`config.mk`:
```
export PLATFORM = sky130hd
export DESIGN_NAME = hazard_scoreboard_unit_flat
export DESIGN_NICKNAME = d
export VERILOG_FILES = /design/src/rtl/hazard_scoreboard_unit_if.sv /design/src/rtl/hazard_scoreboard_unit.sv /design/src/flat_wrapper.sv
export SDC_FILE = /design/constraint.sdc
export NUM_CORES = 1
export LEC_CHECK = 0
export CORE_ASPECT_RATIO = 0.75
export CORE_UTILIZATION = 52
export CTS_CLUSTER_DIAMETER = 120
export DETAILED_ROUTE_END_ITERATION = 16
export PLACE_DENSITY = 0.82
export SLEW_MARGIN = 20
export SYNTH_ARGS = -nofsm -noshare
export SYNTH_HDL_FRONTEND = slang
export SYNTH_SLANG_ARGS = --single-unit
```
`constraint.sdc`:
```
create_clock -name clk -period 6.1 [get_ports clk]
set_input_delay 0.61 -clock clk [delete_from_list [all_inputs] [get_ports clk]]
set_output_delay 0.61 -clock clk [all_outputs]
set_load 0.005 [all_outputs]
```
`src/rtl/hazard_scoreboard_unit_if.sv`:
```
// ID-stage hazard interface: ID instruction fields in, stall/forward decisions out.
// Latency: none, this is a plain bundle of wires.
// Backpressure: hazard_detected is the stall request back to IF/ID.
interface hazard_scoreboard_unit_if #(
    parameter int REG_AW  = 4,
    parameter int NUM_SRC = 2,
    parameter int DEPTH   = 2,
    parameter int CNT_W   = 16
);
    localparam int SEL_W = $clog2(DEPTH + 1);

    logic                      id_valid;
    logic [NUM_SRC*REG_AW-1:0] id_src;
    logic [NUM_SRC-1:0]        id_src_used;
    logic                      id_wb_en;
    logic [REG_AW-1:0]         id_dest;
    logic                      id_mem_rd;
    logic                      pipe_freeze;
    logic                      flush;
    logic                      stat_clr;
    logic                      hazard_detected;
    logic [NUM_SRC*SEL_W-1:0]  fwd_sel;
    logic [CNT_W-1:0]          stall_count;

    modport master (
        output id_valid, id_src, id_src_used, id_wb_en, id_dest, id_mem_rd,
               pipe_freeze, flush, stat_clr,
        input  hazard_detected, fwd_sel, stall_count
    );

    modport slave (
        input  id_valid, id_src, id_src_used, id_wb_en, id_dest, id_mem_rd,
               pipe_freeze, flush, stat_clr,
        output hazard_detected, fwd_sel, stall_count
    );
endinterface

```
`src/rtl/hazard_scoreboard_unit.sv`:
```
// Tracks in-flight destinations (EXE..WB-1) and flags RAW hazards / forwarding selects for ID sources.
// Latency: hazard_detected/fwd_sel combinational same cycle; scoreboard and stall counter update on rising clk.
// Backpressure: hazard_detected stalls IF/ID and pushes a bubble; pipe_freeze holds all state. Option macro: HAZARD_FWD_EN.
module hazard_scoreboard_unit #(
    parameter int REG_AW  = 4,
    parameter int NUM_SRC = 2,
    parameter int DEPTH   = 2,
    parameter int CNT_W   = 16
) (
    input logic                    clk,
    input logic                    rst_n,
    hazard_scoreboard_unit_if.slave id_bus
);
    localparam int SEL_W = $clog2(DEPTH + 1);

    // The load flag is only consulted when forwarding resolves everything but load-use.
    typedef struct packed {
        logic              valid;
        logic              wb_en;
        logic [REG_AW-1:0] dest;
`ifdef HAZARD_FWD_EN
        logic              mem_rd;
`endif
    } sb_entry_t;

    sb_entry_t                sb [DEPTH];
    sb_entry_t                push;
    logic                     hazard;
    logic [NUM_SRC-1:0]       hit;
    logic [NUM_SRC*SEL_W-1:0] sel_bus;
    logic [CNT_W-1:0]         stall_cnt;
`ifdef HAZARD_FWD_EN
    logic [SEL_W-1:0]         hit_sel [NUM_SRC];
    logic [NUM_SRC-1:0]       load_use;
`endif

    // Per-source youngest match: scan oldest to youngest so the lowest entry index is written last.
    always_comb begin
        hit = '0;
`ifdef HAZARD_FWD_EN
        load_use = '0;
        for (int i = 0; i < NUM_SRC; i++) hit_sel[i] = '0;
`endif
        for (int i = 0; i < NUM_SRC; i++) begin
            for (int k = DEPTH - 1; k >= 0; k--) begin
                if (id_bus.id_valid && id_bus.id_src_used[i] && sb[k].valid && sb[k].wb_en &&
                    (sb[k].dest == id_bus.id_src[i*REG_AW +: REG_AW])) begin
                    hit[i] = 1'b1;
`ifdef HAZARD_FWD_EN
                    hit_sel[i]  = SEL_W'(k + 1);
                    load_use[i] = (k == 0) && sb[k].mem_rd;
`endif
                end
            end
        end
    end

`ifdef HAZARD_FWD_EN
    assign hazard = |load_use;

    // Forward from the youngest producer; a load-use stall suppresses all selects.
    always_comb begin
        sel_bus = '0;
        if (!hazard) begin
            for (int i = 0; i < NUM_SRC; i++) sel_bus[i*SEL_W +: SEL_W] = hit_sel[i];
        end
    end
`else
    assign hazard  = |hit;
    assign sel_bus = '0;
`endif

    // Entry-0 candidate: the ID instruction if it advances, otherwise a bubble.
    always_comb begin
        push = '0;
        if (id_bus.id_valid && !hazard && !id_bus.flush) begin
            push.valid  = 1'b1;
            push.wb_en  = id_bus.id_wb_en;
            push.dest   = id_bus.id_dest;
`ifdef HAZARD_FWD_EN
            push.mem_rd = id_bus.id_mem_rd;
`endif
        end
    end

    // Shift the scoreboard one stage per cycle unless the pipeline is frozen.
    always_ff @(posedge clk or negedge rst_n) begin
        if (!rst_n) begin
            for (int k = 0; k < DEPTH; k++) sb[k] <= '0;
        end else if (!id_bus.pipe_freeze) begin
            sb[0] <= push;
            for (int k = 1; k < DEPTH; k++) sb[k] <= sb[k-1];
        end
    end

    // Saturating count of cycles where a stall actually takes effect; clear wins.
    always_ff @(posedge clk or negedge rst_n) begin
        if (!rst_n) begin
            stall_cnt <= '0;
        end else if (id_bus.stat_clr) begin
            stall_cnt <= '0;
        end else if (hazard && !id_bus.pipe_freeze && !(&stall_cnt)) begin
            stall_cnt <= stall_cnt + CNT_W'(1);
        end
    end

    assign id_bus.hazard_detected = hazard;
    assign id_bus.fwd_sel         = sel_bus;
    assign id_bus.stall_count     = stall_cnt;
endmodule

```
`src/flat_wrapper.sv`:
```
// flat-port wrapper written by rule: the top's interface ports become plain ports
module hazard_scoreboard_unit_flat 
#(
    parameter int REG_AW  = 4,
    parameter int NUM_SRC = 2,
    parameter int DEPTH   = 2,
    parameter int CNT_W   = 16
)
  (clk, rst_n, id_bus_id_valid, id_bus_id_src, id_bus_id_src_used, id_bus_id_wb_en, id_bus_id_dest, id_bus_id_mem_rd, id_bus_pipe_freeze, id_bus_flush, id_bus_stat_clr, id_bus_hazard_detected, id_bus_fwd_sel, id_bus_stall_count);
  hazard_scoreboard_unit_if #(.REG_AW(REG_AW), .NUM_SRC(NUM_SRC), .DEPTH(DEPTH), .CNT_W(CNT_W)) id_bus_i ();
  input logic clk;
  input logic rst_n;
  input wire logic [$bits(id_bus_i.id_valid)-1:0] id_bus_id_valid;
  input wire logic [$bits(id_bus_i.id_src)-1:0] id_bus_id_src;
  input wire logic [$bits(id_bus_i.id_src_used)-1:0] id_bus_id_src_used;
  input wire logic [$bits(id_bus_i.id_wb_en)-1:0] id_bus_id_wb_en;
  input wire logic [$bits(id_bus_i.id_dest)-1:0] id_bus_id_dest;
  input wire logic [$bits(id_bus_i.id_mem_rd)-1:0] id_bus_id_mem_rd;
  input wire logic [$bits(id_bus_i.pipe_freeze)-1:0] id_bus_pipe_freeze;
  input wire logic [$bits(id_bus_i.flush)-1:0] id_bus_flush;
  input wire logic [$bits(id_bus_i.stat_clr)-1:0] id_bus_stat_clr;
  output wire logic [$bits(id_bus_i.hazard_detected)-1:0] id_bus_hazard_detected;
  output wire logic [$bits(id_bus_i.fwd_sel)-1:0] id_bus_fwd_sel;
  output wire logic [$bits(id_bus_i.stall_count)-1:0] id_bus_stall_count;
  assign id_bus_i.id_valid = id_bus_id_valid;
  assign id_bus_i.id_src = id_bus_id_src;
  assign id_bus_i.id_src_used = id_bus_id_src_used;
  assign id_bus_i.id_wb_en = id_bus_id_wb_en;
  assign id_bus_i.id_dest = id_bus_id_dest;
  assign id_bus_i.id_mem_rd = id_bus_id_mem_rd;
  assign id_bus_i.pipe_freeze = id_bus_pipe_freeze;
  assign id_bus_i.flush = id_bus_flush;
  assign id_bus_i.stat_clr = id_bus_stat_clr;
  assign id_bus_hazard_detected = id_bus_i.hazard_detected;
  assign id_bus_fwd_sel = id_bus_i.fwd_sel;
  assign id_bus_stall_count = id_bus_i.stall_count;
  hazard_scoreboard_unit #(.REG_AW(REG_AW), .NUM_SRC(NUM_SRC), .DEPTH(DEPTH), .CNT_W(CNT_W)) u_core (.clk(clk), .rst_n(rst_n), .id_bus(id_bus_i));
endmodule
```
==> results of run 1 <==
==> metrics by stage <==
step	total power (µW)	hold slack, ps	instance area (µm²)	setup WS (ps)
final	390	549	2060	3070
after global routing	407	573	2060	2980
after CTS	394	552	2060	3080
after detailed placement	247	526	1990	3180
after global placement	245	512	1990	3230
after floorplan	224	314	1630	4010
==> sequential cells by signal (all words and copies together) (netlist names) <==
register / cells
u_core.id_bus.stall_count: 16
u_core.sb: 12
==> report_power, final <==
part / leakage (µW) / internal, µW / switching, µW
clock network: 0.0000357 / 87.9 / 58.1
registers: 0.000385 / 191 / 6.68
logic: 0.000384 / 25.3 / 21.4
==> cells in the mapped netlist, types with 2 or more instances <==
master and count:
a21oi_1 12, and3_1 3, mux2_2 10, dfrtp_1 28, or3_1 9, o31ai_1 3
a22o_1 5, nor2_1 6, or4_1 3, nand3_1 11, and3_4 2, xnor2_1 13
xor2_1 3, o21ai_0 9, clkbuf_1 8, nor2b_1 4, nor3_1 7, buf_4 4
nand4_1 9, nand2_1 4
==> path summary, 6_finish.rpt <==
check                                  from                             to  slack (ps)  cells past startpoint
max                        id_bus_id_src[7]         id_bus_hazard_detected        3070                      7
max reg2reg                    u_core.sb[9]   u_core.id_bus.stall_count[7]        3810                      7
min                           u_core.sb[11]                  u_core.sb[11]         550                      1
min reg2reg                   u_core.sb[11]                  u_core.sb[11]         550                      1
min in group asynchronous             rst_n  u_core.id_bus.stall_count[12]         700                      2
max in group asynchronous             rst_n                   u_core.sb[2]        5140                      2
==> metal layers <==
layer	up-vias	GRT usage (%)
li1	674	-
met1	689	32.5
met2	51	39.3
met3	9	5.68
met4	0	7.45
met5	-	0
==> worst max-delay path, cell delays in order <==
cell and delay, ps:
clkdlybuf4s50_1 520, xnor2_1 160, nand3_1 140, o32ai_1 340
nor3_2 90, inv_1 70, clkdlybuf4s50_1 510
==> cell families (layout without fill, tap and decap cells) <==
family / Yosys count / count (layout) / share of synthesized area [%]
buffers and inverters: 14 / 44 / 4.65
flip-flops: 28 / 28 / 43.4
other: 1 / 4 / 0.232
XOR/XNOR: 16 / 16 / 8.68
adder cells (fa/ha/maj): 1 / 1 / 0.775
multiplexers: 10 / 10 / 6.98
AND/OR/NAND/NOR: 62 / 62 / 22.3
AO/OA/AOI/OAI: 33 / 33 / 12.9
==> layout make-up <==
class / instances / area [µm²] / share of cell area (%)
repair buffers: 39 / 385 / 18.7
multi-input cells: 126 / 855 / 41.4
inverters: 1 / 3.75 / 0.182
clock inverters: 1 / 30.0 / 1.46
flip-flops and latches: 28 / 701 / 34.0
well taps: 38 / 47.5 / 2.30
clock buffers: 3 / 41.3 / 2.00
==> run metrics, run 1 <==
#FFs+latches synth 28; Vias/cell 6.03; Slew @ Worst Pin 722 ps; CTS buffer count 3; CTS tree done; Worst-Skew Late Latency 280 ps; Cells after Synth 165; setup bufs post-CTS 0; Slew Limit Fails 0; register area share after synthesis 43.4%; max_slew headroom 51.7%; clk root buf clkbuf_8; VDD IR-drop max 0.000110 V; Max Buffers Root-to-Sink 2; ys async rst share 100%; final setup vio count 0; Hold Path Class reg -> reg; Post-synth EDFFs 0; chip height 50.3 µm; Avg Inst Size Synth 9.78 µm²; unrepaired setup endpoints after global routing no; CP required 5490 ps; full die area 3330 µm²; top layer used by detailed routing met4; pwr/cell area 189 nW/µm²; effective utilization at floorplan 54.6%; Worst Setup End Kind output port; initial antenna violation count 0; total track usage 24.3%; yosys warns 0; gp weighted congestion 0.855; Top FF cell, synth dfrtp_1; CTS Hold Buffers Added 0; max-cap viol count 0; top cells by area, synth dfrtp_1 (43%), xnor2_1 (7.1%), mux2_2 (7.0%); most frequent cells in the layout clkdlybuf4s50_1 (37), dfrtp_1 (28), xnor2_1 (13); first drt pass iteration count 10; fin crit share 49.7%; Die W 66.3 µm; sum of negative setup slack 0 ps; Port Buf Inserts 37; Final Hold Viols 0; area leader, netlist dfrtp_1; share of layout cells above drive strength 1 10.1%; Netlist Area Pre-Place 1610 µm²; hpwl dp 2.63 mm; clock skew 4.47 ps; WL final 3.71 mm; post-cts sizing count 0; row cnt 17; Pleak 0.000805 µW; area grow syn2layout 27.8%; Worst EP arrival 2420 ps; Setup CP Type in -> out; crit path time final 3030 ps; routed len/inst 15.7 µm; share of the synthesized area in the top cell type 43.4%; Finished Core Util 69.8%; Post-Layout Cell Count 236; vias in the first global route 1243; fmax 330 MHz; Antenna Nets Post-Route 0; gr ovfl total 0; Top-Level Pins 43; violated checks DRC; Antenna Diode Count 0; vias 1423; CTS Sinks 28; H-Tree Depth 1; status complete, but fails checks; critical path peak fanout 2; FILL cells 220; DP Cell Count 232; Clock transition at path regs 90 ps; DR WL met3 166 µm; core area 2960 µm²; first-pass GRT wire length 5.94 mm; crit path launch type primary input; Netlist cell types 32; DRT iter0 DRCs 92; commonest non-fill, non-tap cell in the layout clkdlybuf4s50_1; Metal-1 WL 1.65 mm; largest net degree at the start of global routing 30; Remaining DRCs 2; Layout Nets 222; met2 wire length 1.84 mm
Note: power is estimated with default switching activity, not from simulation.
==> inputs of run 2 (changes only) <==
--- a/config.mk
+++ b/config.mk
@@ -6,10 +6,10 @@
 export NUM_CORES = 1
 export LEC_CHECK = 0
 export CORE_ASPECT_RATIO = 0.75
-export CORE_UTILIZATION = 52
+export CORE_UTILIZATION = 48
 export CTS_CLUSTER_DIAMETER = 120
 export DETAILED_ROUTE_END_ITERATION = 16
-export PLACE_DENSITY = 0.82
+export PLACE_DENSITY = 0.76
 export SLEW_MARGIN = 20
 export SYNTH_ARGS = -nofsm -noshare
 export SYNTH_HDL_FRONTEND = slang
==> constraint.sdc (replaced) <==
create_clock -name clk -period 2.94 [get_ports clk]
set_input_delay 0.294 -clock clk [delete_from_list [all_inputs] [get_ports clk]]
set_output_delay 0.294 -clock clk [all_outputs]
set_load 0.005 [all_outputs]
==> run metrics, run 2 (synthesized netlist as in run 1, its figures left out) <==
status complete, no violations; crit path time final 2260 ps; clock skew 8.55 ps (+4.08 ps); Post-Layout Cell Count 236 (unchanged); Final Hold Viols 0 (unchanged); VDD IR-drop max 0.000304 V (+180%); CTS Hold Buffers Added 0 (unchanged); max_slew headroom 51.5% (-0.20 points); Port Buf Inserts 37 (unchanged); sum of negative setup slack 0 ps (unchanged); crit path launch type primary input; Max Buffers Root-to-Sink 2 (unchanged); FF-to-FF setup slack 690 ps (-3120 ps); setup ws final 678 ps (-2390 ps); FILL cells 242 (+10%); Slew @ Worst Pin 725 ps (+3.00 ps); gr ovfl total 0 (unchanged); Finished Core Util 66.6% (-3.2 points); Worst Setup End Kind output port; largest net degree at the start of global routing 30 (unchanged); post-route cell area 2040 µm² (-1.1%); vias in the first global route 1267 (+1.9%); core area 3060 µm² (+3.6%); CTS buffer count 3 (unchanged); total track usage 24.1% (-0.25 points); Remaining DRCs 0 (-2); Layout Nets 223 (+0.45%); pre-CTS WS 481 ps (-2700 ps); CTS Sinks 28 (unchanged); chip height 52.2 µm (+3.9%); clk root buf clkbuf_8; Largest register FFs 16 (unchanged); post-cts sizing count 0 (unchanged); Die W 69.0 µm (+4.0%); Worst EP arrival 1970 ps (-450 ps); Clock transition at path regs 90 ps (about the same); commonest non-fill, non-tap cell in the layout clkdlybuf4s50_1; Vias/cell 5.88 (-2.5%); CTS tree done; WL final 3.75 mm (+1.2%); Antenna Diode Count 0 (unchanged); Slew Limit Fails 0 (unchanged); vias 1387 (-2.5%); first-pass GRT wire length 6.27 mm (+5.5%); Hold Path Class in -> async; Pleak 0.000795 µW (-1.2%); pwr/cell area 349 nW/µm² (+85%); initial antenna violation count 0 (unchanged); Reg2Reg Depth 6 (-1); CP required 2650 ps (-2840 ps); setup bufs post-CTS 0 (unchanged); worst flop-to-flop path endpoint u_core.id_bus.stall_count[11]; fin crit share 76.9%; DRT iter0 DRCs 99 (+7.6%); routed len/inst 15.9 µm (+1.2%); critical path peak fanout 2 (unchanged); row cnt 17 (unchanged); Antenna Nets Post-Route 0 (unchanged); fmax 442 MHz; dpl cell area 2000 µm² (+0.38%); Worst-Skew Late Latency 270 ps (about the same); Setup CP Type in -> out; H-Tree Depth 1 (unchanged); max-cap viol count 0 (unchanged); DP Cell Count 233 (+0.43%); Critical Path Source id_bus_id_src[7]; first drt pass iteration count 4 (-6); effective utilization at floorplan 52.7% (-1.9 points); most frequent cells in the layout clkdlybuf4s50_1 (37), dfrtp_1 (28), xnor2_1 (13); hpwl dp 2.73 mm (+3.7%); gp weighted congestion 0.815 (-4.7%); share of layout cells above drive strength 1 10.1% (unchanged); Top-Level Pins 43 (unchanged); full die area 3600 µm² (+8.0%); final setup vio count 0 (unchanged); Worst R2R Start u_core.id_bus.stall_count[0]; unrepaired setup endpoints after global routing no; area grow syn2layout 26.4%
-- run 2: cell types whose count changed in the layout (fill, tap and decap cells not counted) --
cell	previous run	this run
buf_4	2	3
bufinv_16	1	0
-- run 2: how the worst max path moves through the flow --
stage	to	slack, ps	depth (start not counted)
after floorplan	u_core.id_bus.stall_count[9]	850	7
after global placement	u_core.id_bus.stall_count[9]	500	8
after detailed placement	u_core.id_bus.stall_count[7]	480	8
after CTS	id_bus_hazard_detected	680	7
after global routing	u_core.id_bus.stall_count[11]	550	6
final	id_bus_hazard_detected	680	7
-- run 2: through the flow --
| stage | hold WS (ps) | total power [µW] |
|---|---|---|
| after floorplan | -1.59 | 465 |
| after global placement | 514 | 510 |
| final | 378 | 713 |
| after CTS | 390 | 722 |
| after global routing | 437 | 748 |
| after detailed placement | 531 | 515 |
-- run 2: layer usage --
metal | global-route usage, % | vias up | wire [µm]
met5 | 0 | - | 0
met4 | 4.08 | 0 | 23
met3 | 5.43 | 4 | 156
met2 | 39.2 | 38 | 1820
met1 | 33.1 | 677 | 1750
li1 | - | 668 | -
-- run 2: power by group --
group          internal, µW  switching (µW)
logic                  53.4            44.4
registers               396            14.7
clock network          92.0             112
total                   542             171
-- run 2: worst max-delay path, stage by stage --
cell and delay (ps):
clkdlybuf4s50_1 510, xnor2_1 150, nand3_1 90, o32ai_1 280
nor3_2 100, inv_1 60, clkdlybuf4s50_1 490
-- run 2: layout make-up --
class / count / area, µm² / share of cell area (%)
repair buffers: 40 / 393 / 19.3
inverters: 1 / 3.75 / 0.184
well taps: 38 / 47.5 / 2.33
clock buffers: 3 / 41.3 / 2.02
flip-flops and latches: 28 / 701 / 34.3
multi-input cells: 126 / 855 / 41.9
